===== src/rtl/sram_arb.sv =====
// Two-port arbiter and strobe timing controller for the board's 8-bit asynchronous SRAM.
// Video wins by default; a starvation counter forces a CPU grant after STARVE consecutive video wins.
module sram_arb #(
    parameter int AW     = 21,
    parameter int DW     = 8,
    parameter int WAIT   = 2,
    parameter int STARVE = 8
) (
    input  logic          clk,
    input  logic          resetq,
    input  logic          cpu_req,
    input  logic          cpu_we,
    input  logic [AW-1:0] cpu_addr,
    input  logic [DW-1:0] cpu_wdata,
    output logic          cpu_ack,
    output logic [DW-1:0] cpu_rdata,
    input  logic          vid_req,
    input  logic [AW-1:0] vid_addr,
    output logic          vid_ack,
    output logic [DW-1:0] vid_rdata,
    output logic [AW-1:0] sram_addr,
    output logic [DW-1:0] sram_dq_o,
    output logic          sram_dq_oe,
    input  logic [DW-1:0] sram_dq_i,
    output logic          sram_ce_n,
    output logic          sram_oe_n,
    output logic          sram_we_n
);

    typedef enum logic [2:0] {
        S_IDLE,
        S_RD,
        S_WR_SU,
        S_WR_PW,
        S_WR_HD
    } state_t;

    localparam logic [3:0] WAIT_M1    = 4'(WAIT - 1);
    localparam logic [7:0] STARVE_MAX = 8'(STARVE);

    state_t        state_q;
    logic [3:0]    wcnt_q;
    logic [7:0]    starve_q;
    logic [7:0]    starve_d;
    logic          rd_vid_q;
    logic          grant_vid;
    logic          grant_cpu;

    logic          cpu_ack_q;
    logic          vid_ack_q;
    logic [DW-1:0] cpu_rdata_q;
    logic [DW-1:0] vid_rdata_q;
    logic [AW-1:0] addr_q;
    logic [DW-1:0] dq_o_q;
    logic          dq_oe_q;
    logic          ce_n_q;
    logic          oe_n_q;
    logic          we_n_q;

    // Arbitration decision and starvation bookkeeping for the current IDLE cycle.
    always_comb begin
        // NOTE: every combinational output gets a default first so no path leaves it unassigned (no latch).
        grant_vid = 1'b0;
        grant_cpu = 1'b0;
        starve_d  = starve_q;
        if (state_q == S_IDLE) begin
            if (vid_req && !(cpu_req && starve_q == STARVE_MAX)) begin
                grant_vid = 1'b1;
            end else if (cpu_req) begin
                grant_cpu = 1'b1;
            end
        end
        if (!cpu_req || grant_cpu) begin
            starve_d = '0;
        end else if (grant_vid && starve_q != STARVE_MAX) begin
            starve_d = starve_q + 8'd1;
        end
    end

    // NOTE: sequential state uses non-blocking assignments so every register samples pre-edge values.
    always_ff @(posedge clk or negedge resetq) begin
        if (!resetq) begin
            state_q     <= S_IDLE;
            wcnt_q      <= '0;
            starve_q    <= '0;
            rd_vid_q    <= 1'b0;
            cpu_ack_q   <= 1'b0;
            vid_ack_q   <= 1'b0;
            cpu_rdata_q <= '0;
            vid_rdata_q <= '0;
            addr_q      <= '0;
            dq_o_q      <= '0;
            dq_oe_q     <= 1'b0;
            ce_n_q      <= 1'b1;
            oe_n_q      <= 1'b1;
            we_n_q      <= 1'b1;
        end else begin
            starve_q  <= starve_d;
            cpu_ack_q <= 1'b0;
            vid_ack_q <= 1'b0;
            case (state_q)
                S_IDLE: begin
                    ce_n_q  <= 1'b1;
                    oe_n_q  <= 1'b1;
                    we_n_q  <= 1'b1;
                    dq_oe_q <= 1'b0;
                    if (grant_vid) begin
                        state_q  <= S_RD;
                        rd_vid_q <= 1'b1;
                        addr_q   <= vid_addr;
                        ce_n_q   <= 1'b0;
                        oe_n_q   <= 1'b0;
                        wcnt_q   <= WAIT_M1;
                    end else if (grant_cpu) begin
                        rd_vid_q <= 1'b0;
                        addr_q   <= cpu_addr;
                        ce_n_q   <= 1'b0;
                        if (cpu_we) begin
                            state_q <= S_WR_SU;
                            dq_oe_q <= 1'b1;
                            dq_o_q  <= cpu_wdata;
                        end else begin
                            state_q <= S_RD;
                            oe_n_q  <= 1'b0;
                            wcnt_q  <= WAIT_M1;
                        end
                    end
                end
                S_RD: begin
                    if (wcnt_q == 4'd0) begin
                        state_q <= S_IDLE;
                        ce_n_q  <= 1'b1;
                        oe_n_q  <= 1'b1;
                        if (rd_vid_q) begin
                            vid_rdata_q <= sram_dq_i;
                            vid_ack_q   <= 1'b1;
                        end else begin
                            cpu_rdata_q <= sram_dq_i;
                            cpu_ack_q   <= 1'b1;
                        end
                    end else begin
                        wcnt_q <= wcnt_q - 4'd1;
                    end
                end
                S_WR_SU: begin
                    state_q <= S_WR_PW;
                    we_n_q  <= 1'b0;
                    wcnt_q  <= WAIT_M1;
                end
                S_WR_PW: begin
                    if (wcnt_q == 4'd0) begin
                        state_q <= S_WR_HD;
                        we_n_q  <= 1'b1;
                    end else begin
                        wcnt_q <= wcnt_q - 4'd1;
                    end
                end
                S_WR_HD: begin
                    // Address and data stay put for the hold cycle; the bus is released on IDLE entry.
                    state_q   <= S_IDLE;
                    ce_n_q    <= 1'b1;
                    dq_oe_q   <= 1'b0;
                    cpu_ack_q <= 1'b1;
                end
                default: begin
                    state_q <= S_IDLE;
                    ce_n_q  <= 1'b1;
                    oe_n_q  <= 1'b1;
                    we_n_q  <= 1'b1;
                    dq_oe_q <= 1'b0;
                end
            endcase
        end
    end

    assign cpu_ack    = cpu_ack_q;
    assign vid_ack    = vid_ack_q;
    assign cpu_rdata  = cpu_rdata_q;
    assign vid_rdata  = vid_rdata_q;
    assign sram_addr  = addr_q;
    assign sram_dq_o  = dq_o_q;
    assign sram_dq_oe = dq_oe_q;
    assign sram_ce_n  = ce_n_q;
    assign sram_oe_n  = oe_n_q;
    assign sram_we_n  = we_n_q;

    // Bus-contention guards on the pins.
    a_oe_we_excl: assert property (@(posedge clk) disable iff (!resetq) !(!oe_n_q && !we_n_q));
    a_dq_vs_oe:   assert property (@(posedge clk) disable iff (!resetq) !(dq_oe_q && !oe_n_q));

endmodule


===== config.mk =====
export PLATFORM = sky130hd
export DESIGN_NAME = sram_arb
export DESIGN_NICKNAME = d
export VERILOG_FILES = /design/src/rtl/sram_arb.sv
export SDC_FILE = /design/constraint.sdc
export NUM_CORES = 1
export LEC_CHECK = 0
export CELL_PAD_IN_SITES_DETAIL_PLACEMENT = 1
export CELL_PAD_IN_SITES_GLOBAL_PLACEMENT = 2
export CORE_UTILIZATION = 28
export CTS_CLUSTER_SIZE = 16
export DETAILED_ROUTE_END_ITERATION = 16
export PLACE_DENSITY = 0.89
export SYNTH_ARGS = -nofsm -noshare
export SYNTH_HDL_FRONTEND = slang
export SYNTH_SLANG_ARGS = --single-unit

===== constraint.sdc =====
create_clock -name clk -period 4.3 [get_ports clk]
set_input_delay 0.86 -clock clk [delete_from_list [all_inputs] [get_ports clk]]
set_output_delay 0.86 -clock clk [all_outputs]
set_load 0.05 [all_outputs]

==> flow_summary.toml <==
[cts]
post_cts_buffers = 0
path_clk_slew_ps = 70
cts_resized = 0
cts_max_level = 3
cts_buffer_depth = 2
cts_tree = "built"
clk_latency_ps = 340
cts-root-buf = "clkbuf_8"
cts_sinks = 67
cts_buffers = 9
cts_hold_buf = 0

[worst_setup_path]
r2r_cells = 4
slowest_stage = "o21a_1"
critPathArrivalTime_ps = 3250
path_cells = "clkdlybuf4s50_1 -> nor4b_1 -> o21a_1 -> nand2_1 -> a31oi_1"
cp_num_buf_inv = 1
r2r_slack_ps = 1830
cp-end-kind = "flip-flop"
cp_data_required_time_ps = 4540
critPathMaxStageDelay_ps = 740
rr_endpoint = "sram_addr[16]"
worstSetupPathType = "in -> reg"
r2r_start = "state_q[1]"
critPathLaunchType = "input port"
cp_max_fo = 21
crit_family = "compound AO/OA/AOI/OAI gates"

[synth]
syn_inst = 291
netlist_top_cells_area = "dfrtp_1 (53%), mux2_2 (6.7%), nand2_1 (6.6%)"
yosysTopAreaCell = "dfrtp_1"
synth_fp_nets = 358
syn_area_um2 = 3030
synthArstFlopShare = 1.00
seq_area_frac_synth = 0.555
synth-seq-cells = 67
synth.top_cell.area_share = 0.529
synth_top_flop_cell = "dfrtp_1"
synth_warnings = 0
synth_edf_count = 0
postSynthAreaPerCell_um2 = 10.4
synth_cell_types = 39

[drt]
drt_iter0_drc = 83
antenna_left = 0
postRouteWirelength_um = 8060
drc = 0
routedWlPerCell_um = 14.8
viasPerCell = 4.73
via_count = 2569
detail_route.first_pass.iterations = 4

[die]
dieArea_um2 = 11200
start_util = 0.291
core_um2 = 10400
die_w_um = 106
io_pins = 114
fp.dieH_um = 106
num_rows = 37

[timing]
max_slew_margin = 0.355
worst_pin_slew_ps = 968
fin_skew_ps = 8.26
finalSetupViolCount = 0
slew_violations = 0
fin_crit_sh = 0.700
hold_viol = 0
timing.fmax_mhz = 332
tns_ps = 0
fin_crit_ps = 3010
rsz0062_at_grt = "false"

[cells_and_area]
n_antenna_cell = 0
drive_gt1_frac = 0.125
nets = 469
synthToLayoutAreaGrowth_pct = 46.6
layout.cells.non_filler = 543
mostFrequentLayoutCells = "clkdlybuf4s50_1 (112), dfrtp_1 (64), nand2_1 (53)"
layout_commonest_cell = "clkdlybuf4s50_1"

[grt]
track_usage = 0.151
grt_pass1_vias = 2640
grt_max_degree = 44
grt_pass1_wl_um = 13300
antenna_found_initial = 0
grt_overflow = 0

[worst_hold_path]
whs_endpoint = "sram_oe_n"
hold_start = "sram_oe_n"
whs_path_depth = 2
min_path_type = "reg -> reg"

[power_and_ir_drop]
vdd_drop_max_uv = 326
leakagePower_nw = 1.87
powerDensity_nw_per_um2 = 768

[place]
dpl.hpwl_um = 5990
placed_cells = 527
gp_congestion = 0.746
io_buffers = 113

[outcome]
status = "finished, final reports clean"

[job]
cap_viol_max_count = 0
tightest hold or removal path, stage by stage (launching register included):
cell and delay, ps:
dfstp_2 370, inv_1 40, a22oi_1 60
stage by stage:
step	hold WS [ps]	util	setup WS, ps	total power (W)	cell area (um^2)
after global placement	468	0.411	1080	0.00295	4280
after global routing	522	0.426	1100	0.00361	4440
after CTS	482	0.426	1260	0.00346	4440
final	476	0.426	1290	0.00341	4440
after floorplan	497	-	2190	0.00234	3030
after detailed placement	468	0.411	911	0.00300	4280
worst max path at each step:
stage	cells past startpoint	to	from
after floorplan	6	cpu_rdata[0]	wcnt_q[0]
after global placement	5	sram_addr[0]	vid_req
after detailed placement	5	sram_addr[16]	vid_req
after CTS	5	sram_addr[16]	vid_req
after global routing	5	sram_addr[7]	vid_req
final	5	sram_addr[16]	vid_req
cell usage after synthesis (4+ instances only):
| library cell | n |
|---|---|
| dfrtp_1 | 64 |
| nand2_1 | 53 |
| nor2_1 | 34 |
| a31oi_1 | 22 |
| mux2_2 | 18 |
| inv_1 | 12 |
| clkbuf_1 | 11 |
| mux2_4 | 8 |
| a21oi_1 | 7 |
| nor3_1 | 6 |
| nand2b_1 | 5 |
| ha_1 | 4 |
| o21ai_0 | 4 |
layer usage:
metal	up-vias	track usage	wire length, um	share of wire
met4	0	0.0417	63	0.0078
li1	1221	-	-	-
met3	7	0.0399	424	0.053
met5	-	0	0	0
met1	1260	0.183	3510	0.44
met2	81	0.264	4060	0.50
logic make-up after synthesis:
group                    after synthesis  share of synthesized area
AND/OR/NAND/NOR                      117                      0.177
flip-flops                            67                      0.555
AO/OA/AOI/OAI                         44                     0.0905
buffers and inverters                 27                     0.0372
multiplexers                          27                      0.110
XOR/XNOR                               5                     0.0145
adder cells (fa/ha/maj)                4                     0.0165
flip-flops by register name, summed over array words and instances (netlist names), 3 cells and up:
name       flops
sram_dq_o      8
starve_q       8
vid_rdata      8
sram_addr     21
state_q        3
wcnt_q         4
cpu_rdata      8
cell type report:
class	instances	area [um^2]
inverters	12	45.0
clock inverters	5	30.0
well taps	136	170
multi-input cells	197	1240
repair buffers	115	1140
clock buffers	11	131
fillers	1156	5980
flip-flops and latches	67	1680
power breakdown:
part / switching (W) / internal [W]
Combinational: 0.00120 / 0.000696
Sequential: 0.000175 / 0.000902
Clock: 0.000236 / 0.000206
Total: 0.00161 / 0.00180
Note: power is estimated with default switching activity, not from simulation.
